[src/rtl/if_stage.sv]
// Instruction-fetch stage and IF/ID pipeline register of the 5-stage MIPS pipeline.
// Owns the PC, drives the instruction memory address and resolves the next PC
// from exception entry, eret, and branch/jump decode in ID.
module if_stage #(
  parameter logic [31:0] RESET_PC   = 32'h0000_0000,
  parameter logic [31:0] EXC_VECTOR = 32'h0000_0008
) (
  input  logic        clk,
  input  logic        rst,
  input  logic        stall,
  output logic [31:0] imem_addr,
  input  logic [31:0] imem_data,
  input  logic        imem_ready,
  input  logic        id_beq,
  input  logic        id_bne,
  input  logic        id_j,
  input  logic        id_jr,
  input  logic        id_cmp_eq,
  input  logic [31:0] id_jr_target,
  input  logic        exc_req,
  input  logic        eret,
  input  logic [31:0] epc,
  output logic [31:0] if_pc,
  output logic [31:0] if_id_inst,
  output logic [31:0] if_id_pc4,
  output logic        if_id_valid
);

  logic [31:0] pc_q, pc_d;
  logic [31:0] inst_q, inst_d;
  logic [31:0] pc4_q, pc4_d;
  logic        valid_q, valid_d;

  logic [31:0] pc_plus4;
  logic [31:0] br_off;
  logic [31:0] target;
  logic        br_taken;
  logic        redirect;

  assign pc_plus4 = pc_q + 32'd4;
  assign br_off   = {{14{inst_q[15]}}, inst_q[15:0], 2'b00};

  // Decode bits coming out of a bubble are never trusted, hence the valid qualifier.
  assign br_taken = valid_q & ((id_beq & id_cmp_eq) | (id_bne & ~id_cmp_eq));
  assign redirect = br_taken | (valid_q & (id_j | id_jr));

  // Select the redirect target for whichever control-transfer kind ID decoded.
  always_comb begin
    target = pc4_q + br_off;
    if (id_jr) begin
      target = id_jr_target;
    end else if (id_j) begin
      target = {pc4_q[31:28], inst_q[25:0], 2'b00};
    end
  end

  // Next-state priority: exception, eret, stall, redirect, fetch miss, normal fetch.
  always_comb begin
    pc_d    = pc_q;
    inst_d  = inst_q;
    pc4_d   = pc4_q;
    valid_d = valid_q;
    if (exc_req) begin
      pc_d    = EXC_VECTOR;
      inst_d  = 32'h0;
      pc4_d   = 32'h0;
      valid_d = 1'b0;
    end else if (eret) begin
      pc_d    = epc & ~32'h3;
      inst_d  = 32'h0;
      pc4_d   = 32'h0;
      valid_d = 1'b0;
    end else if (stall) begin
      // Hold everything; a pending redirect is re-evaluated once stall drops.
      pc_d = pc_q;
    end else if (redirect) begin
      // The wrong-path word in IF is squashed: no delay slot.
      pc_d    = target & ~32'h3;
      inst_d  = 32'h0;
      pc4_d   = 32'h0;
      valid_d = 1'b0;
    end else if (!imem_ready) begin
      inst_d  = 32'h0;
      pc4_d   = 32'h0;
      valid_d = 1'b0;
    end else begin
      pc_d    = pc_plus4;
      inst_d  = imem_data;
      pc4_d   = pc_plus4;
      valid_d = 1'b1;
    end
  end

  // PC and IF/ID register; reset clears the pipeline register to a bubble.
  always_ff @(posedge clk or posedge rst) begin
    if (rst) begin
      pc_q    <= RESET_PC;
      inst_q  <= 32'h0;
      pc4_q   <= 32'h0;
      valid_q <= 1'b0;
    end else begin
      pc_q    <= pc_d;
      inst_q  <= inst_d;
      pc4_q   <= pc4_d;
      valid_q <= valid_d;
    end
  end

  assign imem_addr   = pc_q;
  assign if_pc       = pc_q;
  assign if_id_inst  = inst_q;
  assign if_id_pc4   = pc4_q;
  assign if_id_valid = valid_q;

endmodule

[config.mk]
export PLATFORM = sky130hd
export DESIGN_NAME = if_stage
export DESIGN_NICKNAME = d
export VERILOG_FILES = /design/src/rtl/if_stage.sv
export SDC_FILE = /design/constraint.sdc
export NUM_CORES = 1
export LEC_CHECK = 0
export BUFFER_PORTS_ARGS = -buffer_cell sky130_fd_sc_hd__buf_2
export CAP_MARGIN = 10
export CORE_MARGIN = 2
export CORE_UTILIZATION = 56
export CTS_CLUSTER_SIZE = 25
export DETAILED_ROUTE_END_ITERATION = 12
export GPL_TIMING_DRIVEN = 0
export PLACE_DENSITY = 0.88
export SYNTH_ARGS = -nofsm -noshare
export SYNTH_HDL_FRONTEND = slang
export SYNTH_SLANG_ARGS = --single-unit
[constraint.sdc]
create_clock -name clk -period 5.3 [get_ports clk]
set_clock_uncertainty 0.15 [all_clocks]
set_input_delay 0.53 -clock clk [delete_from_list [all_inputs] [get_ports clk]]
set_output_delay 0.53 -clock clk [all_outputs]
set_load 0.01 [all_outputs]
-- After elaboration in Yosys (flattened, before gate mapping)
Index checks and enable logic that the tools add are counted.
- $add $sub $neg: 2
- equal/unequal tests: 1
- multiplexer cells: 22
- bitwise logic cells: 8
- reduce and logical (&&, ||, !) cells: 2
- operators by type and width (cell ; number):
    32-bit two-way mux ; 17
    32-bit by 3-bit adder with 32-bit output (second input constant) ; 1
    32-bit adder ; 1
    1-bit two-way mux ; 5
    1-bit bitwise AND ; 4
    4-bit nonzero test ; 1
    3-bit by 1-bit != test with 1-bit output (second input constant) ; 1
    1-bit OR ; 3
    2-bit AND reduction ; 1
    1-bit NOT ; 1
- bits in registers: 97
- input port bits: 107
- output and inout bits: 129
- logic and storage cells: 39

-- Longest topological paths before layout
Gate-level depths: netlist of the first run.
- word-level depth: 9
- gate-level depth with buffers: 11

-- Worst setup path after synthesis of the first run
Ideal clock, no wire load.
- kind: register -> register
- start: register inst_q[0] (netlist: if_id_inst[0])
- end: register pc_q[30] (netlist: if_pc[30])
- library setup time: 0.138 ns
- arrival: 2.827 ns
- data required time: 5.012 ns
- setup slack: 2.185 ns
- stages on the path, launching flop included: 12
- path buffers: 0
- path through: dfrtp_1 ha_1 fa_1 a211o_1 a211o_1 a211o_1 nand2_2 o31a_2 nand2_2 a221oi_2 xor2_1 o221ai_1
- cells in the longest elaborated chain, start to end: 7
- ends and longest elaborated chain (element ; line ; RTL):
    from (decl) ; 30 ; logic [31:0] inst_q, inst_d;
    from (signal assigned) ; 103 ; inst_q <= inst_d;
    32-bit adder ; 49 ; target = pc4_q + br_off;
    32-bit two-way mux ; 52 ; end else if (id_j) begin
    32-bit two-way mux ; 50 ; if (id_jr) begin
    32-bit two-way mux ; 76 ; end else if (redirect) begin
    32-bit two-way mux ; 73 ; end else if (stall) begin
    32-bit two-way mux ; 68 ; end else if (eret) begin
    32-bit two-way mux ; 63 ; if (exc_req) begin
    to (signal assigned) ; 102 ; pc_q <= pc_d;
    to (decl) ; 29 ; logic [31:0] pc_q, pc_d;
Every way passes these cells. The select of a mux whose other input is x is not followed.
A chain may end at the register's enable or synchronous reset.

-- Final worst setup path of the first run
Same ends and word-level chain as after synthesis.

==> results.md, run 1 <==
* Status: finished, final reports clean
* Slew headroom at 0.249
* CTS tree: built
* Total core area at 12,100 µm²
* Main combinational cell family by area after synthesis: compound AO/OA/AOI/OAI gates
* Clock power share at 0.356
* Via/cell ratio at 6.38
* Final setup viols at 0
* Top-area cell type share of the netlist area at 0.336
* Cells after Synth at 825
* Share of cells above drive strength 1 at 0.285
* PostCTS Resize Cnt at 0
* Pin count of the biggest net entering global routing at 72
* GRT Resource Usage Total at 0.413
* Pint at 1.28 mW
* Placer Congestion at 0.987
* Comb power frac at 0.216
* Die Ht at 116 µm
* Finished Layout Cells at 1,241
* Nets at 1,205
* WS Path Type: register to register
* Synth-to-Final Area Change at 24.1%
* Adder-Cell Fraction of Synth Area at 0.0564
* Post-CTS Setup Bufs at 0
* Worst Setup Slack, final at 1.68 ns
* Number of CTS-inserted buffers at 9
* Setup TNS at 0 ns
* Compound-Gate Fraction of Synth Area at 0.287
* TritonCTS Sinks at 94
* First-pass GRT wire length at 41.2 mm
* Critical path endpoint category: register
* Port bufs at 225
* Worst-path clk slew at 0.07 ns
* Gr ovfl total at 0
* Pre-CTS WS at 1.83 ns
* Unrepaired setup endpoints after global routing: false
* Post-synthesis mux area share at 0.0132
* Seq pwr share at 0.428
* Min-delay worst type: input port to register
* Tcrit/Tclk final at 0.682
* CP required at 5.36 ns
* Ys Warns at 0
* # fillers at 1,016
* #FFs+latches synth at 94
* Max Root-Sink Buffers at 2
* Ports at 236
* Cell row count at 40
* EDFF count, synth at 0
* Commonest cells post-synth: nand2_1 (103), dfrtp_1 (94), o21ai_0 (75)
* P_sw at 0.587 mW
* Post-route antenna net violation count at 0
* LEAKAGE at 4.46 nW
* Max Slew Vio Count at 0
* Post-synth ARST share at 1.00
* DR WL/cell at 22.4 µm
* Number of antenna violations at the first check in global routing at 1
* HPWL after DPL at 20.9 mm
* Reg2Reg Depth at 11
* Switching share of power at 0.314
* Most frequent cell after synthesis: nand2_1
* WHS at 0.231 ns
* Arrival time worst endpoint at 3.67 ns
* Synthesized area at 7010 µm²
* Unique masters post-synth at 73
* Power Dens Cells at 215 nW/µm²
* Critical Path Source Type: register
* Ranking of synthesized cells by area: dfrtp_1 (34%), nand2_1 (5.5%), ha_1 (5.4%)
* Worst VDD drop at 0.164 mV
* Placed insts at 1,223
* Hold Buf Count CTS at 1
* Syn Area/Cell at 8.49 µm²
* Residual DRC at 0
* Max-cap viol count at 0
* Iter 0 DRT Violations at 957
* Placed Area at 8390 µm²
* Drt total wl at 27.8 mm
* Chip Width at 116 µm
* Final Util at 0.718
* Post-layout minimum cycle time at 3.62 ns
* Yosys top cell by area: dfrtp_1
* Hold depth at 2
* Initial core utilization at 0.578
* Main synth FF type: dfrtp_1
* Hold Fails Final Rpt at 0
* Worst slew pin tran at 1.13 ns
* Pre-antenna DRT Iters at 5
* DR vias at 7,916
* Vias in the first global route at 7,315
* Root Driver: clkbuf_16
* Sequential fraction of the synthesis area at 0.336
* Max Clk Rate at 0.276 GHz
* Design area at 8690 µm²
* Clock latency on the worst-skew pair at 0.36 ns
* H-tree Lvls at 3
* Die area at 13,400 µm²
* Post-synthesis xor/xnor area fraction at 0.0638
* Post-Synth Simple-Gate Area at 0.164
* Worst Path Max Fanout at 4
* Total power at 1.87 mW
## layer usage
layer / vias up / part of all wire / GRT usage
li1: 3504 / - / -
met1: 3717 / 0.40 / 0.564
met2: 602 / 0.44 / 0.639
met3: 93 / 0.11 / 0.0690
met4: 0 / 0.042 / 0.204
met5: - / 0 / 0
## power by group through the flow
stage | clock network (mW) | registers [mW] | logic, mW
floorplan | 0 | 0.810 | 0.215
global placement | 0 | 0.810 | 0.383
detailed placement | 0 | 0.811 | 0.391
CTS | 0.664 | 0.798 | 0.394
global route | 0.691 | 0.803 | 0.431
finish | 0.667 | 0.800 | 0.403
## layout make-up
| cell class | count | area [µm²] | area share |
|---|---|---|---|
| multi-input combinational | 637 | 4110 | 0.472 |
| sequential | 94 | 2350 | 0.271 |
| timing repair buffer | 228 | 1170 | 0.134 |
| buffer | 83 | 505 | 0.0582 |
| clock buffer | 12 | 236 | 0.0272 |
| tap | 168 | 210 | 0.0242 |
| clock inverter | 4 | 55.1 | 0.00633 |
| inverter | 14 | 55.1 | 0.00633 |
| antenna | 1 | 2.50 | 0.000288 |
## logic make-up (layout without fill, tap and decap cells)
logic type | Yosys count | count (layout)
AO/OA/AOI/OAI | 297 | 297
XOR/XNOR | 51 | 51
adder cells (fa/ha/maj) | 31 | 31
buffers and inverters | 97 | 341
flip-flops | 94 | 94
multiplexers | 9 | 9
other | 1 | 5
AND/OR/NAND/NOR | 245 | 245
## worst max-delay path: stages (launching register included)
cell and delay, ns:
dfrtp_1 0.42, ha_1 0.26, fa_1 0.46, a211o_1 0.35, a211o_1 0.32, a211o_1 0.33
nand2_2 0.10, o31a_2 0.26, nand2_2 0.15, a221oi_2 0.29, xor2_1 0.19, o221ai_1 0.18
## path summary, 6_finish.rpt
path / from / end / slack [ns]
setup / recovery: if_id_inst[0] / if_pc[30] / 1.68
hold / removal: imem_data[13] / if_id_inst[13] / 0.23
setup reg to reg: if_id_inst[0] / if_pc[30] / 1.68
hold reg to reg: if_id_inst[30] / if_id_inst[30] / 0.35
max in group asynchronous: rst / if_id_pc4[30] / 3.78
min in group asynchronous: rst / if_id_inst[14] / 0.54
## layout by cell type, fill, tap and decap left out, drive strengths merged, types with 3 or more instances in the layout
cell     instances
or3              5
xor2            30
dfrtp           94
o22ai            8
a221oi           7
a21oi           56
buf            273
nor2            58
clkbuf          49
nand2b           3
nand4           12
o21a             4
a211oi          13
o21bai           7
a22o            38
a2111oi          6
mux2i            7
nand3           16
o221ai           7
a211o            6
a31oi            6
a21o            25
conb             4
nand2          105
o211ai          14
inv             14
a2bb2oi          3
xnor2           21
nor3            15
o31ai            3
o2111ai          3
ha              30
nor4             3
and4             6
o21ai           76
and3            12
## sequential cells by signal, summed over array words and instances (netlist names)
name / flops
if_id_inst: 32
if_id_valid: 1
if_pc: 30
if_id_pc4: 31
(Power assumes the default switching activity.)
==> inputs of run 2 (changes only) <==
CORE_UTILIZATION = 47   (was 56)
PLACE_DENSITY = 0.78   (was 0.88)
clock period = 3 ns   (was 5.3 ns; I/O delays follow)
==> run 2 against run 1 <==
Effect of this change: the flow now finishes with violations (setup timing); worst setup slack worse by 1.7 ns; routed wire length down 2.3%; sequential share of layout area shrank 1.4 points; critical path depth unchanged; critical path type unchanged; largest cell class unchanged.
==> results.md, run 2 (same netlist as run 1, synthesis figures left out) <==
* Status: finished with violations
* Failing checks: setup timing
* Pint at 2.37 mW
* Die area at 15,900 µm²
* Critical Path Stages at 11
* Worst-path clk slew at 0.07 ns
* HPWL after DPL at 20.1 mm
* Synth-to-Final Area Change at 31.2%
* Chip Width at 126 µm
* Post-route antenna net violation count at 0
* GRT Resource Usage Total at 0.331
* Clock power share at 0.372
* Final setup viols at 5
* Total power at 3.42 mW
* Placer Congestion at 0.988
* Tcrit/Tclk final at 1.01
* Slew headroom at 0.379
* Number of CTS-inserted buffers at 9
* Switching share of power at 0.306
* Unrepaired setup endpoints after global routing: true
* Via/cell ratio at 6.03
* CP required at 3.08 ns
* Pin count of the biggest net entering global routing at 69
* Cell row count at 44
* Critical path's slowest cell: dfrtp_1
* Critical-path cell list: ha_2 -> fa_2 -> a211o_1 -> a211o_1 -> a211o_1 -> nand2_2 -> o31a_4 -> nand2_4 -> a221oi_4 -> xor2_1 -> o221ai_1
* Worst Path Max Fanout at 3
* WS Path Type: register to register
* Setup TNS at -0.0984 ns
* Crit-path max cell delay at 0.40 ns
* Ports at 236
* Reg2reg start: if_id_inst[0]
* Kind of cell adding the most delay to the critical path: compound AO/OA/AOI/OAI gates
* Initial core utilization at 0.482
* Min-delay worst type: input port to register
* First-pass GRT wire length at 40.6 mm
* Critical path endpoint category: register
* HP Start: imem_data[5]
* Antenna diode count at 0
* H-tree Lvls at 3
* Most frequent CP cell: a211o_1
* Post-layout minimum cycle time at 3.03 ns
* Residual DRC at 0
* Reg2Reg Depth at 11
* TritonCTS Sinks at 94
* Worst Setup SP: if_id_inst[0]
* Arrival time worst endpoint at 3.11 ns
* Power Dens Cells at 372 nW/µm²
* Max Clk Rate at 0.330 GHz
* Root Driver: clkbuf_16
* Most frequent cells in the layout: buf_2 (226), nand2_1 (102), dfrtp_1 (91)
* Crit path buffers/inverters at 0
* Die Ht at 126 µm
* Comb power frac at 0.216
* Worst VDD drop at 0.262 mV
* LEAKAGE at 4.66 nW
* Gr ovfl total at 0
* Port bufs at 225
* Iter 0 DRT Violations at 703
* P_sw at 1.05 mW
* Max Slew Vio Count at 0
* Total core area at 14,500 µm²
* Max-cap viol count at 0
* DR WL/cell at 21.1 µm
* Vias in the first global route at 7,343
* Critical Path Source Type: register
* Hold depth at 2
* Number of flip-flops in the largest register at 32
* Seq pwr share at 0.413
* Pre-antenna DRT Iters at 5
* Share of cells above drive strength 1 at 0.318
* Reg2Reg Setup Slack at -0.03 ns
* Hold Fails Final Rpt at 0
* Most common cell after layout, fill and taps aside: buf_2
* DR vias at 7,770
* Worst slew pin tran at 0.928 ns
* Drt total wl at 27.1 mm
* Number of antenna violations at the first check in global routing at 0
* Max Root-Sink Buffers at 2
* Clock latency on the worst-skew pair at 0.36 ns
* Nets at 1,237
* Pre-CTS WS at -0.342 ns
* Worst Setup Slack, final at -0.0327 ns
* CTS tree: built
==> run 2: cell count changes in the layout (fill, tap and decap cells not counted), moves of 5 or more <==
cell / change
o21ai_0: -6
dlygate4sd3_1: +15
ha_1: -5
o21ai_1: +6
buf_4: +20
==> run 2: worst paths after layout <==
kind	to
min	if_id_inst[5]
min reg2reg	if_id_inst[27]
max reg2reg	if_pc[30]
max in group asynchronous	if_pc[2]
max	if_pc[30]
min in group asynchronous	if_id_pc4[20]
==> run 2: power by group through the flow <==
| stage | Combinational (mW) | Clock [mW] | Sequential, mW |
|---|---|---|---|
| global route | 0.790 | 1.33 | 1.42 |
| CTS | 0.712 | 1.28 | 1.41 |
| floorplan | 0.379 | 0 | 1.43 |
| detailed placement | 0.687 | 0 | 1.43 |
| finish | 0.738 | 1.27 | 1.41 |
| global placement | 0.673 | 0 | 1.43 |
==> run 2: through the flow <==
stage / instance area, µm² / hold WS [ns] / cells / utilization
final: 9190 / 0.00787 / 1288 / 0.632
after detailed placement: 8420 / 0.159 / 1239 / 0.579
after global routing: 9190 / 0.0153 / 1288 / 0.632
after CTS: 9020 / 0.00273 / 1285 / 0.621
after floorplan: 7020 / 0.279 / 828 / -
after global placement: 8380 / 0.335 / 1237 / 0.576
==> run 2: per-layer routing <==
layer  vias to the layer above  part of all wire  global-route usage
met5                         -            0.0013             0.00929
met4                         2             0.044               0.166
met3                        72             0.090              0.0569
met2                       467              0.46               0.522
met1                      3664              0.41               0.438
li1                       3565                 -                   -
==> run 2: timing repair <==
action / in CTS / in global routing
endpoints found under the hold margin: 41 / 0
resized for setup: 9 / 32
setup endpoints to repair: 13 / 34
gates cloned: 0 / 0
setup buffers: 14 / 5
hold buffers: 16 / 0
pin swaps: 15 / 13
==> run 2: layout make-up <==
| class | instances | area [µm²] |
|---|---|---|
| fillers | 1338 | 5340 |
| multi-input cells | 637 | 4270 |
| flip-flops and latches | 94 | 2360 |
| repair buffers | 262 | 1460 |
| plain buffers | 81 | 497 |
| well taps | 184 | 230 |
| clock buffers | 10 | 229 |
| clock inverters | 6 | 91.3 |
| inverters | 14 | 55.1 |
